**src/rtl/crop_video_axis_snk_chk_pkg.sv**
```systemverilog
`default_nettype none
// ============================================================================
// Module   : crop_video_axis_snk_chk_pkg
// Purpose  : Shared types and constants for the crop_video AXIS sink checker
// Revision : 1.0 - initial release
// ============================================================================
package crop_video_axis_snk_chk_pkg;

    // Frame-checker FSM states
    typedef enum logic [0:0] {
        ST_WAIT_SOF = 1'b0,
        ST_IN_FRAME = 1'b1
    } chk_state_t;

    // Backpressure generator modes (3 is reserved and behaves like 0)
    typedef enum logic [1:0] {
        BP_ALWAYS   = 2'd0,
        BP_LFSR     = 2'd1,
        BP_PERIODIC = 2'd2,
        BP_RESERVED = 2'd3
    } bp_mode_t;

    // Taps 16,14,13,11 of a right-shifting Fibonacci LFSR map to bits 0,2,3,5
    localparam logic [15:0] c_LFSR_TAP_MASK     = 16'h002D;
    localparam logic [15:0] c_LFSR_SEED_DEFAULT = 16'hACE1;

endpackage
`default_nettype wire

```
**src/rtl/crop_video_axis_snk_bp_gen.sv**
```systemverilog
`default_nettype none
// ============================================================================
// Module   : crop_video_axis_snk_bp_gen
// Purpose  : tready generator: always-ready, LFSR pseudo-random or periodic
// Revision : 1.0 - initial release
// ============================================================================
module crop_video_axis_snk_bp_gen
    import crop_video_axis_snk_chk_pkg::*;
(
    input  logic        clock,
    input  logic        reset,
    input  logic        i_enable,
    input  logic [1:0]  i_mode,
    input  logic [15:0] i_seed,
    output logic        o_tready
);

    logic [15:0] r_lfsr;
    logic [1:0]  r_cnt;
    logic        r_tready;
    logic        w_fb;
    logic [15:0] w_seed;

    // A zero seed would lock the LFSR, so substitute the default
    assign w_seed = (i_seed == 16'h0000) ? c_LFSR_SEED_DEFAULT : i_seed;
    assign w_fb   = ^(r_lfsr & c_LFSR_TAP_MASK);

    // LFSR, free-running phase counter and registered tready mux
    always_ff @(posedge clock or negedge reset) begin
        if (!reset) begin
            r_lfsr   <= c_LFSR_SEED_DEFAULT;
            r_cnt    <= 2'd0;
            r_tready <= 1'b0;
        end else begin
            r_cnt <= r_cnt + 2'd1;
            if (!i_enable) begin
                r_lfsr   <= w_seed;
                r_tready <= 1'b0;
            end else begin
                r_lfsr <= {w_fb, r_lfsr[15:1]};
                case (i_mode)
                    BP_LFSR:     r_tready <= r_lfsr[0];
                    BP_PERIODIC: r_tready <= (r_cnt != 2'd3);
                    default:     r_tready <= 1'b1;
                endcase
            end
        end
    end

    assign o_tready = r_tready;

endmodule
`default_nettype wire

```
**config.mk**
```make
export PLATFORM = sky130hd
export DESIGN_NAME = crop_video_axis_snk_bp_gen
export DESIGN_NICKNAME = d
export VERILOG_FILES = /design/src/rtl/crop_video_axis_snk_chk_pkg.sv /design/src/rtl/crop_video_axis_snk_bp_gen.sv
export SDC_FILE = /design/constraint.sdc
export NUM_CORES = 1
export LEC_CHECK = 0
export CAP_MARGIN = 10
export CORE_AREA = 4 4 49 51
export CTS_CLUSTER_SIZE = 30
export DETAILED_ROUTE_END_ITERATION = 8
export DIE_AREA = 0 0 53 55
export GPL_TIMING_DRIVEN = 0
export PLACE_DENSITY_LB_ADDON = 0.3
export RECOVER_POWER = 100
export REMOVE_ABC_BUFFERS = 1
export SYNTH_ARGS = -nofsm -noshare
export SYNTH_HDL_FRONTEND = slang
export SYNTH_SLANG_ARGS = --single-unit
```
**constraint.sdc**
```tcl
create_clock -name clock -period 1.28 [get_ports clock]
set_input_delay 0.256 -clock clock [delete_from_list [all_inputs] [get_ports clock]]
set_output_delay 0.256 -clock clock [all_outputs]
set_load 0.005 [all_outputs]
```
Yosys cells after proc, flatten, opt, wreduce, memory -nomap -nowiden --
Index checks and enable logic that the tools add are counted.
Storage, ports and cells: output and inout bits 1, input bits 21, bits in registers 19, logic and storage cells 13
Operators by class: equal/unequal tests 3, add/subtract/negate cells 1, reduce and logical (&&, ||, !) cells 2, multiplexer cells 4
Operators with widths (number):
- two-way mux 16 bit | 2
- zero test 16 bit | 1
- XOR reduction 16 bit | 1
- adder 2 x 1 -> 2 bit, second input constant | 1
- equality test 2 x 1 -> 1 bit, second input constant | 1
- equality test 2 bit, second input constant | 1
- inequality test 2 bit, second input constant | 1
- case mux 1 bit (2 select lines) | 1
- two-way mux 1 bit | 1

Logic depth before layout (Yosys ltp) --
Gate-level depths: netlist of the first run.
word-level depth 3, gate-level depth with buffers 4, gate-level depth less buffers 4

Worst setup path after synthesis of the first run --
No wires, ideal clock.
path type input to register, start input port i_enable, end register r_lfsr[14], data arrival time 0.946 ns, buffers on the path 2, slack 0.210 ns, stages 3, library setup time 0.125 ns, data required time 1.155 ns, cells stage by stage buf_2 buf_2 mux2_2
On the way: longest elaborated chain between the ends 1
Ends and longest elaborated chain:
- start: declaration | RTL line crop_video_axis_snk_bp_gen.sv:12 | input logic i_enable,
- two-way mux 16 bit | RTL line crop_video_axis_snk_bp_gen.sv:36 | if (!i_enable) begin
- end signal: assignment | RTL line crop_video_axis_snk_bp_gen.sv:31 | r_lfsr <= c_LFSR_SEED_DEFAULT;
- end signal: assignment | RTL line crop_video_axis_snk_bp_gen.sv:37 | r_lfsr <= w_seed;
- end signal: assignment | RTL line crop_video_axis_snk_bp_gen.sv:40 | r_lfsr <= {w_fb, r_lfsr[15:1]};
- end: declaration | RTL line crop_video_axis_snk_bp_gen.sv:18 | logic [15:0] r_lfsr;
Every way passes these cells.

Worst setup path after layout of the first run --
start input port i_seed[14], end register r_lfsr[15]
On the way: longest elaborated chain between the ends 3
Ends and longest elaborated chain:
- start: declaration | RTL line crop_video_axis_snk_bp_gen.sv:14 | input logic [15:0] i_seed,
- zero test 16 bit | RTL line crop_video_axis_snk_bp_gen.sv:25 | assign w_seed = (i_seed == 16'h0000) ? c_LFSR_SEED_DEFAULT : i_seed;
- two-way mux 16 bit | RTL line crop_video_axis_snk_bp_gen.sv:25
- two-way mux 16 bit | RTL line crop_video_axis_snk_bp_gen.sv:36
Every way passes these cells.

==> results of run 1 <==
-- state kept, by name, indices dropped and copies added (netlist names) --
signal / cells
o_tready: 1
r_lfsr: 16
r_cnt: 2
-- final cells by class --
| type | count | share of cell area |
|---|---|---|
| Inverter | 11 | 0.0348 |
| Sequential cell | 19 | 0.409 |
| Tap cell | 27 | 0.0285 |
| Timing Repair Buffer | 21 | 0.190 |
| Clock buffer | 4 | 0.0221 |
| Multi-Input combinational cell | 37 | 0.316 |
-- kinds of logic (layout without fill, tap and decap cells) --
kind of cell               after synthesis  after routing  synth area share
AOI/OAI and AO/OA                       11             11            0.0872
adders and majority gates                3              3            0.0429
DFF                                     19             19             0.554
and+or+nand+nor                         12             12             0.124
xor gates and xnor gates                 3              3            0.0300
buffers and inverters                   13             36            0.0586
muxes                                    8              8             0.103
-- through the flow --
stage / total power, mW / hold slack [ns] / util
global placement: 0.915 / 0.412 / 0.572
CTS: 1.22 / 0.336 / 0.601
finish: 1.19 / 0.231 / 0.611
floorplan: 0.798 / -0.0396 / -
global route: 1.27 / 0.211 / 0.611
detailed placement: 0.919 / 0.417 / 0.572
-- power by group --
group | total [mW] | switching, mW | internal [mW]
Clock | 0.287 | 0.166 | 0.121
Sequential | 0.696 | 0.0193 | 0.676
Combinational | 0.207 | 0.0957 | 0.112
Total | 1.19 | 0.281 | 0.909
-- how the worst min path moves through the flow --
stage	end	cells after the start	slack (ns)
after global placement	r_cnt[0]	1	0.41
after detailed placement	r_cnt[0]	1	0.42
after floorplan	o_tready	0	-0.04
after CTS	r_lfsr[13]	3	0.34
after global routing	r_lfsr[11]	3	0.21
final	r_lfsr[11]	3	0.23
-- synth_stat cells --
| cell type | count | share of area |
|---|---|---|
| a21boi_0 | 1 | 0.0086 |
| a21oi_1 | 8 | 0.046 |
| a22oi_2 | 1 | 0.014 |
| a41oi_2 | 1 | 0.019 |
| buf_2 | 2 | 0.011 |
| dfrtp_1 | 11 | 0.31 |
| dfstp_2 | 8 | 0.24 |
| ha_1 | 3 | 0.043 |
| inv_1 | 11 | 0.047 |
| mux2_2 | 8 | 0.10 |
| nand2b_1 | 1 | 0.0071 |
| nor2b_1 | 7 | 0.050 |
| nor4_2 | 3 | 0.043 |
| nor4_4 | 1 | 0.024 |
| xnor2_1 | 1 | 0.010 |
| xor2_1 | 2 | 0.020 |
-- critical path, delay by kind of cell --
family	cells	cell delay [ns]
and+or+nand+nor	1	0.22
AOI/OAI and AO/OA	2	0.48
buffers and inverters	1	0.46
-- layer usage --
layer	GRT usage	share of wire
met4	0.0511	0.0050
met5	0	0
met1	0.143	0.42
met3	0.0402	0.058
met2	0.221	0.52
-- what timing repair did --
| item | 4_1_cts | 5_1_grt |
|---|---|---|
| gates resized for setup | 10 | 11 |
| pin swaps | 4 | 6 |
| cloned | 0 | 0 |
| endpoints found under the setup margin | 17 | 8 |
==> flow_summary.json, run 1 <==
{
  "vias_per_cell": 4.71,
  "clkTransAtPathRegs_ns": 0.10,
  "drive_above_1_share": 0.272,
  "min_from": "i_seed[11]",
  "core_area_sq_um": 1940,
  "post-cts-setup-buffers": 0,
  "power_leakage_nw": 0.574,
  "syn-instance-count": 69,
  "overflow": 0,
  "max_cap_viol_count": 0,
  "dieArea_sq_um": 2920,
  "worstSetupStartpoint": "i_seed[14]",
  "multi_input_area_sq_um": 375,
  "wirelength_um": 1590,
  "clockBufferDepth": 2,
  "tightest_slew_ns": 0.840,
  "fin_setup_tns_ns": 0,
  "path_cells": "clkdlybuf4s50_1 -> nor4_4 -> a41oi_4 -> a22oi_1",
  "rr_endpoint": "r_lfsr[15]",
  "dp_hpwl_um": 1150,
  "gp_congestion": 0.685,
  "yosysSeqAreaShare": 0.554,
  "area_growth_pct": 35.6,
  "grt_setup_unrepaired": "false",
  "grt_first_pass_wirelength_um": 2500,
  "outcome": "completed",
  "worst_path_max_delay_cell": "clkdlybuf4s50_1",
  "postRouteAntennaNets": 0,
  "clkLatencyLatePin_ns": 0.28,
  "critPathCapture": "r_lfsr[15]",
  "grt_max_degree": 20,
  "max-slew-margin-rel": 0.438,
  "maxSlewViolCount": 0,
  "die_w_um": 53,
  "ctsHoldBuffers": 0,
  "wire_per_inst_um": 13.4,
  "timing.final.crit_share": 0.951,
  "yosysUniqueCellTypes": 16,
  "hp-class": "in2reg",
  "drtIter0Drc": 3,
  "post-route-cell-area_sq_um": 1190,
  "place_inst": 115,
  "cts_sinks": 19,
  "dieHeight_um": 55,
  "hold_viol": 0,
  "instances_no_fill": 119,
  "preCtsSetupSlack_ns": -0.590,
  "worstSetupPathType": "in2reg",
  "netlist_area_sq_um": 876,
  "crit_path_max_fanout": 8,
  "nFillCells": 176,
  "timing.rr.start": "r_lfsr[0]",
  "ff_latch_area_sq_um": 485,
  "pin_count": 22,
  "antenna_cells": 0,
  "reg2reg_depth": 3,
  "grt_usage": 0.126,
  "start_util": 0.451,
  "worst_slack_ns": 0.0631,
  "final_cell_mix": "11 x inv_1, 11 x dfrtp_1, 9 x dlymetal6s2s_1",
  "ir_worst_vdd_uv": 817,
  "drcViolationCount": 0,
  "place_area_sq_um": 1110,
  "cpPeakStageDelay_ns": 0.46,
  "htreeDepth": 1,
  "via_count": 560,
  "tritoncts": "built",
  "cp.required_ns": 1.48,
  "syn_avg_cell_area_sq_um": 12.7,
  "arrival_ns": 1.42,
  "end_kind": "register",
  "ys_ff_latch": 19,
  "finalSetupViolCount": 0,
  "clock.fmax_mhz": 822,
  "finalNetCount": 117,
  "antenna_found_initial": 0,
  "dr.pass1.iters": 3,
  "rrSetupSlack_ns": 0.19,
  "critPathLaunchType": "input pin",
  "cts_made_buffers": 3,
  "power.density_nw_per_um2": 1000,
  "fp-row-count": 16,
  "yosys_warnings": 0,
  "port_buffers": 21,
  "first_global_vias": 543,
  "min_period_ns": 1.22,
  "clock_skew_ns": 0.00266,
  "root_buffer": "clkbuf_4"
}
(Power assumes the default switching activity.)
==> run 2, diff against run 1 <==
--- a/config.mk
+++ b/config.mk
@@ -6,10 +6,10 @@
 export NUM_CORES = 1
 export LEC_CHECK = 0
 export CAP_MARGIN = 10
-export CORE_AREA = 4 4 49 51
+export CORE_AREA = 2 2 47 49
 export CTS_CLUSTER_SIZE = 30
 export DETAILED_ROUTE_END_ITERATION = 8
-export DIE_AREA = 0 0 53 55
+export DIE_AREA = 0 0 49 51
 export GPL_TIMING_DRIVEN = 0
 export PLACE_DENSITY_LB_ADDON = 0.3
 export RECOVER_POWER = 100
==> flow_summary.json, run 2 (synthesis gave the netlist of run 1 again) <==
{
  "critPathLaunchType": "input pin",
  "wire_per_inst_um": 12.9,
  "wirelength_um": 1540,
  "start_util": 0.424,
  "met3_length_um": 32,
  "clkTransAtPathRegs_ns": 0.11,
  "place_inst": 116,
  "dr_wl_met2_um": 800,
  "final_cell_mix": "12 x dlymetal6s2s_1, 11 x inv_1, 11 x dfrtp_1",
  "max_cap_viol_count": 0,
  "hold_viol": 0,
  "post-route-cell-area_sq_um": 1210,
  "outcome": "completed",
  "gp_congestion": 0.701,
  "grt_setup_unrepaired": "false",
  "power_mw": 1.21,
  "instances_no_fill": 120,
  "tightest_slew_ns": 0.822,
  "area_growth_pct": 37.7,
  "fp-row-count": 17,
  "grt_usage": 0.148,
  "worst_slack_ns": 0.109,
  "top_register": "r_lfsr",
  "worst_path_max_delay_cell": "clkdlybuf4s50_1",
  "end_kind": "register",
  "via_count": 561,
  "pin_count": 22,
  "top_layer": "met4",
  "cts_made_buffers": 3,
  "tritoncts": "built",
  "dieHeight_um": 51,
  "finalSetupViolCount": 0,
  "crit_path_max_fanout": 8,
  "grt_first_pass_wirelength_um": 2750,
  "place_area_sq_um": 1110,
  "drive_above_1_share": 0.283,
  "crit_family": "buffers and inverters",
  "min_period_ns": 1.17,
  "critPathBufInv": 1,
  "nFillCells": 188,
  "overflow": 0,
  "preCtsSetupSlack_ns": -0.587,
  "worstSetupPathType": "in2reg",
  "dieArea_sq_um": 2500,
  "core_area_sq_um": 2060,
  "clock.fmax_mhz": 854,
  "hp-class": "in2reg",
  "postRouteAntennaNets": 0,
  "cp.required_ns": 1.50,
  "cpPeakStageDelay_ns": 0.47,
  "largest_reg_flops": 16,
  "power_leakage_nw": 0.597,
  "clockBufferDepth": 2,
  "antenna_found_initial": 0,
  "final_common_cell": "dlymetal6s2s_1",
  "power.density_nw_per_um2": 1000,
  "vias_per_cell": 4.68,
  "wl_met1_um": 671,
  "dr.pass1.iters": 1,
  "grt_max_degree": 20,
  "finalNetCount": 117,
  "max-slew-margin-rel": 0.450,
  "root_buffer": "clkbuf_4",
  "ir_worst_vdd_uv": 569,
  "postLayoutCoreUtil": 0.585,
  "post-cts-setup-buffers": 0,
  "cts_sinks": 19,
  "drtIter0Drc": 0,
  "htreeDepth": 1,
  "path_cells": "clkdlybuf4s50_1 -> nor4_4 -> a41oi_4 -> a22oi_2",
  "drcViolationCount": 0,
  "arrival_ns": 1.39,
  "clock_skew_ns": 0.00378,
  "first_global_vias": 646,
  "clkLatencyLatePin_ns": 0.30,
  "die_w_um": 49,
  "port_buffers": 21,
  "maxSlewViolCount": 0,
  "antenna_cells": 0,
  "timing.final.crit_share": 0.915
}
-- run 2: cell count changes in the layout (fill, tap and decap cells not counted), sizes merged --
cell,before,now
clkdlybuf4s50,4,5
dlygate4sd2,6,2
dlymetal6s2s,9,12
-- run 2: worst paths after layout --
kind | start | endpoint | slack (ns) | cells past startpoint
worst min-delay path | i_seed[11] | r_lfsr[11] | 0.22 | 3
max in group asynchronous | reset | r_lfsr[1] | 0.28 | 1
worst max-delay path | i_seed[10] | r_lfsr[15] | 0.11 | 4
worst max register to register | r_lfsr[0] | r_lfsr[15] | 0.21 | 3
min in group asynchronous | reset | r_lfsr[2] | 0.49 | 1
worst min register to register | r_cnt[0] | r_cnt[0] | 0.43 | 1
-- run 2: timing repair --
action                     4_1_cts  5_1_grt
hold buffers                     0        0
resized for setup                6       16
pin swaps                        3        6
setup endpoints to repair       17        8
-- run 2: through the flow --
stage,TNS (ns),hold slack [ns]
CTS,-0.0213,0.437
detailed placement,-9.12,0.422
global route,0,0.226
floorplan,0,-0.0396
global placement,-8.59,0.412
finish,0,0.221
-- run 2: cell type report --
cell class | count | area (sq um) | share of cell area
Timing Repair Buffer | 21 | 238 | 0.197
Sequential cell | 19 | 485 | 0.402
Tap cell | 28 | 35.0 | 0.0290
Inverter | 11 | 41.3 | 0.0342
Clock buffer | 4 | 26.3 | 0.0218
Multi-Input combinational cell | 37 | 380 | 0.315
-- run 2: per-layer routing --
layer  up-vias  global-route usage
li1        273                   -
met1       273               0.170
met2        11               0.260
met3         4              0.0175
met4         0               0.100
met5         -                   0
-- run 2: worst register-to-register path: stages (launching register included) --
cell and delay (ns):
dfstp_2 0.55, xor2_1 0.19, xnor2_1 0.17, a22oi_2 0.07
-- run 2: where the power goes --
| part | internal (mW) | total (mW) | switching [mW] |
|---|---|---|---|
| registers | 0.676 | 0.696 | 0.0193 |
| logic | 0.117 | 0.214 | 0.0971 |
| clock network | 0.121 | 0.302 | 0.181 |
| total | 0.915 | 1.21 | 0.297 |
==> variant: new RTL, settings of run 1 <==
Make the reset (`reset`) synchronous in one clocked block.
--- a/src/rtl/crop_video_axis_snk_bp_gen.sv
+++ b/src/rtl/crop_video_axis_snk_bp_gen.sv
@@ -26,7 +26,7 @@
     assign w_fb   = ^(r_lfsr & c_LFSR_TAP_MASK);
 
     // LFSR, free-running phase counter and registered tready mux
-    always_ff @(posedge clock or negedge reset) begin
+    always_ff @(posedge clock) begin
         if (!reset) begin
             r_lfsr   <= c_LFSR_SEED_DEFAULT;
             r_cnt    <= 2'd0;
Function: differs if reset is asserted again (counterexample within 4 cycles, from zero or initial values and one cycle with reset low); with reset held inactive, the same outputs for 10 cycles.
==> variant against run 1 <==
  * Clock power rose by 2%
  * Synthesized area down 14%
  * Critical path depth did not move
  * Power fell by 4.9%
  * Worst setup slack lost 15 ps
  * Core utilization fell by 7.8 points
  * Cell area down 13%
  * Wire length down 1.5%
  * Via count grew 0.89%
  * Sequential cell count is the same
  * Hold slack better by 36 ps
  * Global-route usage down 0.24 points
  * Largest cell class unchanged
  * Largest power group unchanged
==> variant: results (changes against run 1) <==
\begin{tabular}{lr}
\hline
Metric & Value \\
\hline
\multicolumn{2}{l}{\textbf{Outcome}} \\
Status & finished, final reports clean \\
\multicolumn{2}{l}{\textbf{Logic synthesis}} \\
Adder-Cell Fraction of Synth Area & 0.0501 (+0.00723) \\
Most instantiated cells after synthesis & sky130\_fd\_sc\_hd\_\_dfxtp\_1, sky130\_fd\_sc\_hd\_\_nor2b\_1, sky130\_fd\_sc\_hd\_\_mux2i\_1, sky130\_fd\_sc\_hd\_\_o22a\_1, sky130\_fd\_sc\_hd\_\_nor4\_1 \\
Main area contributors after synthesis & sky130\_fd\_sc\_hd\_\_dfxtp\_1, sky130\_fd\_sc\_hd\_\_mux2i\_1, sky130\_fd\_sc\_hd\_\_o22a\_1 \\
Fraction of synthesis flops using an asynchronous set or reset pin & 0 (-1.00) \\
Post-Syn Instances & 65 (-5.8\%) \\
Synth unique cells & 17 (+1) \\
\multicolumn{2}{l}{\textbf{Global routing}} \\
Met3 usage in global routing & 0.0295 (-0.0107) \\
Number of global-route vias before repair & 561 (+3.3\%) \\
Met1 Usage GRT & 0.152 (+0.00911) \\
Global Route Usage Sum & 0.124 (-0.00237) \\
\multicolumn{2}{l}{\textbf{Final layout}} \\
NumNets Final & 113 (-3.4\%) \\
\multicolumn{2}{l}{\textbf{STA}} \\
Final Skew & 3.73 ps (+1.07 ps) \\
\multicolumn{2}{l}{\textbf{Placement}} \\
Post-placement worst setup slack & -584 ps (+6.03 ps) \\
Placed wire-length estimate & 1.17 mm (+1.7\%) \\
Area after detailed placement & 978 um2 (-12\%) \\
\multicolumn{2}{l}{\textbf{Power and ir drop}} \\
Leak Pwr & 0.458 nW (-20\%) \\
Maximum vdd drop & 0.000550 V (-33\%) \\
\multicolumn{2}{l}{\textbf{Routing}} \\
Average via count per standard cell & 4.91 (+4.4\%) \\
Metal1 wirelength & 729 um (+9.3\%) \\
Overall routed net length & 1.57 mm (-1.5\%) \\
WL per Instance & 13.7 um (+1.9\%) \\
Total length of routed met2 wires & 735 um (-11\%) \\
Detailed-routed wire length on met3 & 95 um (+3.3\%) \\
Router iterations before antenna repair & 2 (-1) \\
\multicolumn{2}{l}{\textbf{Critical path}} \\
Data arrival time at the worst-slack endpoint & 1480 ps (+60 ps) \\
\hline
\end{tabular}
[variant: layout make-up]
cell class                 instances  area [um2]
clock inverter                     1        5.00
clock buffer                       3        22.5
tap                               27        33.8
timing repair buffer              21         215
sequential                        19         380
inverter                           3        11.3
multi-input combinational         41         368
fill                             188         906
[variant: path summary, 6_finish.rpt]
check / start / endpoint / slack (ps) / cells after the start
max: i_seed[10] / r_lfsr[15]$_SDFF_PN1_ / 50 / 4
min: i_seed[7] / r_lfsr[7]$_SDFF_PN1_ / 270 / 2
max reg2reg: r_cnt[0]$_SDFF_PN0_ / o_tready$_SDFF_PN0_ / 280 / 4
min reg2reg: r_cnt[0]$_SDFF_PN0_ / r_cnt[0]$_SDFF_PN0_ / 430 / 1
[variant: where the power goes]
| group | switching (mW) | total [mW] | internal (mW) |
|---|---|---|---|
| registers | 0.0161 | 0.654 | 0.638 |
| clock network | 0.177 | 0.293 | 0.116 |
| logic | 0.0745 | 0.185 | 0.111 |
